`src/rtl/iob_pmem_sprite.sv`:
```
// Sprite pixel generator: N_OBJ rectangles with shadow/active register sets,
// frame-synchronous commit, a 2-stage pixel pipeline and sticky collision flags.
module iob_pmem_sprite #(
  parameter int DATA_W     = 32,
  parameter int ADDR_W     = 6,
  parameter int N_OBJ      = 4,
  parameter int PIPE_DELAY = 2
) (
  input  logic              clk,
  input  logic              rst,
  input  logic              valid,
  input  logic [ADDR_W-1:0] address,
  input  logic [DATA_W-1:0] wdata,
  input  logic [3:0]        wstrb,
  output logic [31:0]       rdata,
  output logic              ready,
  input  logic [9:0]        pmem_pixel_x,
  input  logic [9:0]        pmem_pixel_y,
  input  logic              pmem_pixel_vld,
  input  logic              pmem_frame_start,
  input  logic              pmem_rst_btn,
  output logic [11:0]       pmem_rgb
);

  if (DATA_W != 32 || PIPE_DELAY != 2 || N_OBJ < 1 || N_OBJ > 16 ||
      (1 << ADDR_W) < 2 * N_OBJ + 4) begin : g_param_check
    $error("iob_pmem_sprite: unsupported parameter set");
  end

  localparam logic [ADDR_W-1:0] A_CTRL = ADDR_W'(2 * N_OBJ);
  localparam logic [ADDR_W-1:0] A_COLL = ADDR_W'(2 * N_OBJ + 1);
  localparam logic [ADDR_W-1:0] A_FCNT = ADDR_W'(2 * N_OBJ + 2);
  localparam logic [ADDR_W-1:0] A_BTN  = ADDR_W'(2 * N_OBJ + 3);

  function automatic logic [31:0] merge_strb(input logic [31:0] old_v,
                                             input logic [31:0] new_v,
                                             input logic [3:0]  strb);
    logic [31:0] r;
    r = old_v;
    for (int b = 0; b < 4; b++)
      if (strb[b]) r[8*b +: 8] = new_v[8*b +: 8];
    return r;
  endfunction

  // Lower bound saturates at 0 so objects near the left/top edge never wrap.
  function automatic logic [10:0] sat_sub(input logic [9:0] pos, input logic [7:0] hlen);
    return ({1'b0, pos} >= {3'b000, hlen}) ? ({1'b0, pos} - {3'b000, hlen}) : 11'd0;
  endfunction

  function automatic logic [10:0] ext_add(input logic [9:0] pos, input logic [7:0] hlen);
    return {1'b0, pos} + {3'b000, hlen};
  endfunction

  function automatic logic obj_hit(input logic [9:0]  px,
                                   input logic [9:0]  py,
                                   input logic [31:0] loc,
                                   input logic [16:0] size);
    logic in_x, in_y;
    in_x = ({1'b0, px} >= sat_sub(loc[9:0], size[7:0])) &&
           ({1'b0, px} <= ext_add(loc[9:0], size[7:0]));
    in_y = ({1'b0, py} >= sat_sub(loc[19:10], size[15:8])) &&
           ({1'b0, py} <= ext_add(loc[19:10], size[15:8]));
    return size[16] && in_x && in_y;
  endfunction

  logic [31:0]      sh_loc   [N_OBJ];
  logic [16:0]      sh_size  [N_OBJ];
  logic [31:0]      act_loc  [N_OBJ];
  logic [16:0]      act_size [N_OBJ];
  logic             auto_commit;
  logic [11:0]      bg_rgb;
  logic [N_OBJ-1:0] coll;
  logic [31:0]      frame_cnt;
  logic             commit_pend;

  logic             accept, wr_en, wr_force, commit;
  logic [31:0]      rd_val, wr_val;
  logic [N_OBJ-1:0] coll_clr, coll_set;

  logic [N_OBJ-1:0] hit_c;
  logic [N_OBJ-1:0] hit_p1;
  logic             vld_p1;
  logic [11:0]      sel_rgb;
  logic             multi_hit;

  assign accept   = valid && !ready;
  assign wr_en    = accept && (wstrb != 4'b0000);
  assign wr_val   = merge_strb(rd_val, wdata, wstrb);
  assign wr_force = wr_en && (address == A_CTRL) && wr_val[1];
  assign commit   = (pmem_frame_start && auto_commit) || commit_pend;
  assign coll_clr = (accept && !wr_en && address == A_COLL) ? '1 : '0;

  always_comb begin
    rd_val = '0;
    for (int i = 0; i < N_OBJ; i++) begin
      if (address == ADDR_W'(2 * i))     rd_val = sh_loc[i];
      if (address == ADDR_W'(2 * i + 1)) rd_val = 32'(sh_size[i]);
    end
    if (address == A_CTRL) rd_val = {16'h0000, bg_rgb, 3'b000, auto_commit};
    if (address == A_COLL) rd_val = 32'(coll);
    if (address == A_FCNT) rd_val = frame_cnt;
    if (address == A_BTN)  rd_val = {31'h0, pmem_rst_btn};
  end

  // Commit reads the shadow values as they stand before this edge's CPU write.
  always_ff @(posedge clk or posedge rst) begin
    if (rst) begin
      ready       <= 1'b0;
      rdata       <= '0;
      auto_commit <= 1'b1;
      bg_rgb      <= '0;
      coll        <= '0;
      frame_cnt   <= '0;
      commit_pend <= 1'b0;
      for (int i = 0; i < N_OBJ; i++) begin
        sh_loc[i]   <= '0;
        sh_size[i]  <= '0;
        act_loc[i]  <= '0;
        act_size[i] <= '0;
      end
    end else begin
      ready       <= accept;
      commit_pend <= wr_force;
      if (accept) rdata <= rd_val;
      if (commit) begin
        frame_cnt <= frame_cnt + 32'd1;
        for (int i = 0; i < N_OBJ; i++) begin
          act_loc[i]  <= sh_loc[i];
          act_size[i] <= sh_size[i];
        end
      end
      if (wr_en) begin
        for (int i = 0; i < N_OBJ; i++) begin
          if (address == ADDR_W'(2 * i))     sh_loc[i]  <= wr_val;
          if (address == ADDR_W'(2 * i + 1)) sh_size[i] <= wr_val[16:0];
        end
        if (address == A_CTRL) begin
          auto_commit <= wr_val[0];
          bg_rgb      <= wr_val[15:4];
        end
      end
      coll <= (coll & ~coll_clr) | coll_set;
    end
  end

  always_comb begin
    hit_c = '0;
    for (int i = 0; i < N_OBJ; i++)
      hit_c[i] = obj_hit(pmem_pixel_x, pmem_pixel_y, act_loc[i], act_size[i]);
  end

  always_comb begin
    sel_rgb = bg_rgb;
    for (int i = N_OBJ - 1; i >= 0; i--)
      if (hit_p1[i]) sel_rgb = act_loc[i][31:20];
  end

  assign multi_hit = (hit_p1 & (hit_p1 - N_OBJ'(1))) != '0;
  assign coll_set  = (vld_p1 && multi_hit) ? hit_p1 : '0;

  // Stage 1 -> stage 2: per-object hit flags and pixel valid.
  always_ff @(posedge clk or posedge rst) begin
    if (rst) begin
      hit_p1   <= '0;
      vld_p1   <= 1'b0;
      pmem_rgb <= '0;
    end else begin
      hit_p1   <= hit_c;
      vld_p1   <= pmem_pixel_vld;
      // Stage 2 output: priority colour select.
      pmem_rgb <= vld_p1 ? sel_rgb : 12'h000;
    end
  end

endmodule
```
`config.mk`:
```
export PLATFORM = sky130hd
export DESIGN_NAME = iob_pmem_sprite
export DESIGN_NICKNAME = d
export VERILOG_FILES = /design/src/rtl/iob_pmem_sprite.sv
export SDC_FILE = /design/constraint.sdc
export NUM_CORES = 2
export LEC_CHECK = 0
export ABC_AREA = 0
export ABC_CLOCK_PERIOD_IN_PS = 26200
export CORE_UTILIZATION = 30
export DETAILED_ROUTE_END_ITERATION = 16
export GPL_TIMING_DRIVEN = 0
export PLACE_DENSITY = 0.49
export SKIP_LAST_GASP = 1
export SLEW_MARGIN = 10
export SYNTH_ARGS = -nofsm -noshare
export SYNTH_HDL_FRONTEND = slang
export SYNTH_SLANG_ARGS = --single-unit
```
`constraint.sdc`:
```
create_clock -name clk -period 26.2 [get_ports clk]
set_input_delay 7.86 -clock clk [delete_from_list [all_inputs] [get_ports clk]]
set_output_delay 7.86 -clock clk [all_outputs]
set_load 0.05 [all_outputs]
```
## Word-level counts from Yosys, hierarchy flattened

Index checks and enable logic that the tools add are counted.

| storage, ports and cells | value |
|---|---|
| output and inout bits | 45 |
| bits in registers | 492 |
| input port bits | 68 |
| word-level logic and storage cells | 153 |

| operators by class | value |
|---|---|
| bitwise operators | 4 |
| add/sub/neg operators | 18 |
| muxes and demuxes | 31 |
| reduce and logical (&&, ||, !) cells | 39 |
| order comparisons | 24 |
| eq/ne operators | 11 |

Operators with widths:

| kind | count |
|---|---|
| two-way mux 32 bit | 12 |
| adder 10 x 8 -> 11 bit | 8 |
| greater-or-equal comparator 10 x 11 -> 1 bit | 8 |
| <= comparator 10 x 11 -> 1 bit | 8 |
| two-way mux 11 bit | 8 |
| subtractor 10 x 8 -> 11 bit | 8 |
| greater-or-equal comparator 10 x 8 -> 1 bit | 8 |
| two-way mux 12 bit | 5 |
| adder 32 x 1 -> 32 bit, second input constant | 1 |
| two-way mux 8 bit | 4 |
| equality test 6 x 3 -> 1 bit, second input constant | 4 |
| equality test 6 x 4 -> 1 bit, second input constant | 4 |
| logical AND 1 bit | 24 |
| AND reduction 2 bit | 9 |
| equality test 6 x 2 -> 1 bit, second input constant | 2 |
| AND 4 bit | 2 |
| two-way mux 4 bit | 2 |
| nonzero test 4 bit | 2 |
| equality test 6 x 1 -> 1 bit, second input constant | 1 |
| logical NOT 6 bit | 1 |
| inverter 4 bit | 1 |
| OR 4 bit | 1 |
| subtractor 4 x 1 -> 4 bit, second input constant | 1 |
| logical NOT 1 bit | 2 |
| logical OR 1 bit | 1 |

## Depth between registers and ports, before layout

| logic depth | value |
|---|---|
| depth after elaboration | 15 |
| depth in mapped cells | 19 |

## Worst setup path before layout

Ideal clock, no wire load.

| timing path | value |
|---|---|
| kind | input -> register |
| start point | input address[1] |
| end point | register sh_loc[3] (netlist name) |
| data arrival time | 9.609 ns |
| stages | 8 |
| path slack | 16.456 ns |
| cell sequence | buf_2 -> buf_2 -> mux4_2 -> a221oi_1 -> a21oi_1 -> nor3_1 -> o21bai_2 -> o21ai_0 |

| between the ends | value |
|---|---|
| cells in the longest elaborated chain, start to end | 14 |

RTL lines:

| what | RTL line | source |
|---|---|---|
| from (decl) | 12 | `input logic [ADDR_W-1:0] address,` |
| logical NOT 6 bit | 96 | `if (address == ADDR_W'(2 * i)) rd_val = sh_loc[i];` |
| two-way mux 32 bit | 96 |  |
| two-way mux 32 bit | 97 | `if (address == ADDR_W'(2 * i + 1)) rd_val = 32'(sh_size[i]);` |
| two-way mux 32 bit | 96 |  |
| two-way mux 32 bit | 97 |  |
| two-way mux 32 bit | 96 |  |
| two-way mux 32 bit | 97 |  |
| two-way mux 32 bit | 96 |  |
| two-way mux 32 bit | 97 |  |
| two-way mux 32 bit | 99 | `if (address == A_CTRL) rd_val = {16'h0000, bg_rgb, 3'b000, auto_commit};` |
| two-way mux 32 bit | 100 | `if (address == A_COLL) rd_val = 32'(coll);` |
| two-way mux 32 bit | 101 | `if (address == A_FCNT) rd_val = frame_cnt;` |
| two-way mux 32 bit | 102 | `if (address == A_BTN) rd_val = {31'h0, pmem_rst_btn};` |
| two-way mux 8 bit | 41 | `if (strb[b]) r[8*b +: 8] = new_v[8*b +: 8];` |
| to (signal, indexed assignment) | 134 | `if (address == ADDR_W'(2 * i)) sh_loc[i] <= wr_val;` |
| to (decl) | 66 | `logic [31:0] sh_loc [N_OBJ];` |

Several ways; a longest one is shown, not always the timed one.
A chain may end at the register's enable or synchronous reset.

## Worst setup path in the final report

| timing path | value |
|---|---|
| start point | input address[0] |
| end point | register sh_loc[115] (netlist name) |

| between the ends | value |
|---|---|
| cells in the longest elaborated chain, start to end | 14 |

RTL lines:

| what | RTL line |
|---|---|
| logical NOT 6 bit | 96, 134 |
| two-way mux 32 bit | 96 |
| two-way mux 32 bit | 97 |
| two-way mux 32 bit | 96 |
| two-way mux 32 bit | 97 |
| two-way mux 32 bit | 96 |
| two-way mux 32 bit | 97 |
| two-way mux 32 bit | 96 |
| two-way mux 32 bit | 97 |
| two-way mux 32 bit | 99 |
| two-way mux 32 bit | 100 |
| two-way mux 32 bit | 101 |
| two-way mux 32 bit | 102 |
| two-way mux 8 bit | 41 |

Several ways; a longest one is shown, not always the timed one.

==> results.toml <==
[status]
status = "finished, violations left"
violations = "design-rule violations"

[setup_path]
crit_required_ps = 26710
r2r-end = "hit_p1[2]$_DFF_PP0_"
rrSetupSlack_ps = 21440
end_kind = "register"
path_class = "input port to register"
worstSetupStartpoint = "address[0]"
critPathMaxFanout = 10
arrival_ps = 11970
r2r_cells = 17
crit_path_start_kind = "input port"
r2r_start = "act_size[28]$_DFFE_PP0P_"

[synthesis]
synth.avg_cell_area_um2 = 8.69
synthTopCellsByCount = "847 x nand2_1, 491 x dfrtp_1, 307 x o21ai_0, 289 x ha_1, 173 x inv_1"
syn-num-nets = 3857
yosys_most_used_dff = "dfrtp_1"
yosysTopAreaCell = "dfrtp_1"
ys_ff_latch = 492
yosysMostFrequentCell = "nand2_1"
yosys_warnings = 0
synth-edff-count = 0
synth.distinct_cells = 82
postSynth.asyncResetShare = 1.00
netlist_top_cells_area = "dfrtp_1 41%, ha_1 12%, nand2_1 11%"
syn-instance-count = 3484
seq_area_frac_synth = 0.407
synth_top_area_share = 0.406
synth_area_um2 = 30300

[clock_tree]
post_cts_buffers = 0
clk_pin_slew_worst_paths_ps = 60
cts_hold_buf = 0
numCtsBuffers = 54
cts_tree = "done"
cts_resized = 0
root_buffer = "clkbuf_16"
h-tree-depth = 2
clockBufferDepth = 3
cts.sink_count = 492
clk_latency_ps = 660

[placed_design]
place.detailed.hpwl_um = 87600
place_ws_ps = 14090
routabilityCongestion = 0.909
dp_cells = 4897
port_buffers = 110
dpl_cell_area_um2 = 33100

[detailed_routing]
vias = 25900
wl_met2_um = 52500
via_per_inst = 5.19
drc_errors = 2
first_pass_iters = 13
wl_per_cell_um = 22.5
maxUsedRoutingLayer = "met4"
wl_met3_um = 5360
wl_met1_um = 50400
antenna_left = 0
drt-total-wl_um = 112000
drtIter0Drc = 2098

[power_and_ir_drop]
p_comb_frac = 0.387
p_seq_frac = 0.327
p_sw_mw = 1.08
peakVddDrop_v = 0.0000467
leakage_nw = 15.9
p_clk_frac = 0.286
internal_power_mw = 1.76
finalPower_mw = 2.84
powerDensity_nw_per_um2 = 81.3
switching_share = 0.381

[finish]
drive_gt1_frac = 0.0484
fin_area_um2 = 35000
finalCoreUtilization = 0.350
num-nets-final = 4028
area_growth_pct = 15.7
fin_cells = 4995

[global_route]
grt_max_degree = 106
grt_overflow_total = 0
grt_pass1_wl_um = 167000
grtUsageTotal = 0.218
first_global_vias = 25600
antenna_found_initial = 1

[timing]
max_slew_margin = 0.206
hold_viol = 0
slew_viol_final = 0
setup_viol = 0
fin_setup_tns_ps = 0
fmax_mhz = 87.3
skew_ps = 58.9
worst_slack_ps = 14740
period_needed_ps = 11460
rsz0062_at_grt = "no"
fin_worst_hold_slack_ps = 464
timing.final.crit_share = 0.437
worst_pin_slew_ps = 1190

[floorplanning]
fp.dieH_um = 320
start_util = 0.303
fp-row-count = 116
fp.dieArea_um2 = 102000
io_pins = 113
fp.dieW_um = 320
core_um2 = 100000

[min_path]
hold_class = "register to register"
min_to = "act_loc[89]$_DFFE_PP0P_"
hp-start = "act_loc[89]$_DFFE_PP0P_"
holdPathStages = 2

[run]
max_cap_viol_count = 0
power groups by stage:
stage | Sequential [mW] | Clock (mW) | Combinational, mW
2_1_floorplan | 0.932 | 0 | 0.790
3_3_place_gp | 0.942 | 0 | 1.09
3_5_place_dp | 0.943 | 0 | 1.10
4_1_cts | 0.929 | 0.826 | 1.11
5_1_grt | 0.941 | 0.854 | 1.26
6_report | 0.929 | 0.814 | 1.10
registers in the layout (all words and copies together), names as in the netlist:
signal       flops
coll             4
auto_commit      1
bg_rgb          12
hit_p1           4
rdata           32
act_size        68
act_loc        128
sh_loc         128
ready            1
vld_p1           1
sh_size         68
pmem_rgb        12
frame_cnt       32
commit_pend      1
cell families (layout without fill, tap and decap cells):
family,count (synthesis),after routing,synth area share
AND/OR/NAND/NOR,1290,1290,0.182
AO/OA/AOI/OAI,870,870,0.176
flip-flops,492,492,0.407
buffers and inverters,353,565,0.0458
adder cells (fa/ha/maj),305,305,0.130
XOR/XNOR,127,127,0.0367
multiplexers,47,47,0.0226
other,0,1,0
worst max-delay path: stages:
cell and delay [ps]:
clkdlybuf4s50_1 710, buf_2 390, buf_2 300, nor3b_2 820, buf_2 450, nand2_1 500
clkbuf_1 610, o21ai_0 310
worst max path at each step:
| stage | endpoint | cells after the start |
|---|---|---|
| 6_report | sh_loc[115]$_DFFE_PP0P_ | 8 |
| 5_1_grt | sh_loc[115]$_DFFE_PP0P_ | 8 |
| 4_1_cts | sh_loc[98]$_DFFE_PP0P_ | 9 |
| 3_5_place_dp | sh_loc[119]$_DFFE_PP0P_ | 8 |
| 3_3_place_gp | rdata[20]$_DFFE_PP0P_ | 2 |
| 2_1_floorplan | act_loc[0]$_DFFE_PP0P_ | 1 |
area by class of cell:
cell class,count,area [µm²]
fill,10400,65000
multi-input combinational,2639,16600
sequential,492,12300
tap,1298,1620
clock buffer,79,1570
timing repair buffer,115,1230
buffer,178,729
inverter,175,664
clock inverter,18,310
antenna,1,2.50
routing by layer:
metal,up-vias,GRT usage
li1,12400,-
met1,12700,0.291
met2,681,0.363
met3,150,0.0269
met4,0,0.0737
met5,-,0
layout by cell type, fill, tap and decap left out, drive strengths merged, types with 27 or more instances in the layout:
master         synthesis  final
nand2                848    848
dfrtp                491    491
o21ai                435    435
ha                   289    289
clkbuf               144    223
inv                  174    175
nor2                 167    167
a21oi                142    142
clkdlybuf4s50          0    110
xnor2                 95     95
nand2b                45     45
nand3                 44     44
nor3                  40     40
buf                   34     39
o21a                  37     37
xor2                  32     32
o21bai                31     31
mux2i                 30     30
a222oi                29     29
nor4                  27     27
a31oi                 27     27
Power figures use the tool's default switching activity.
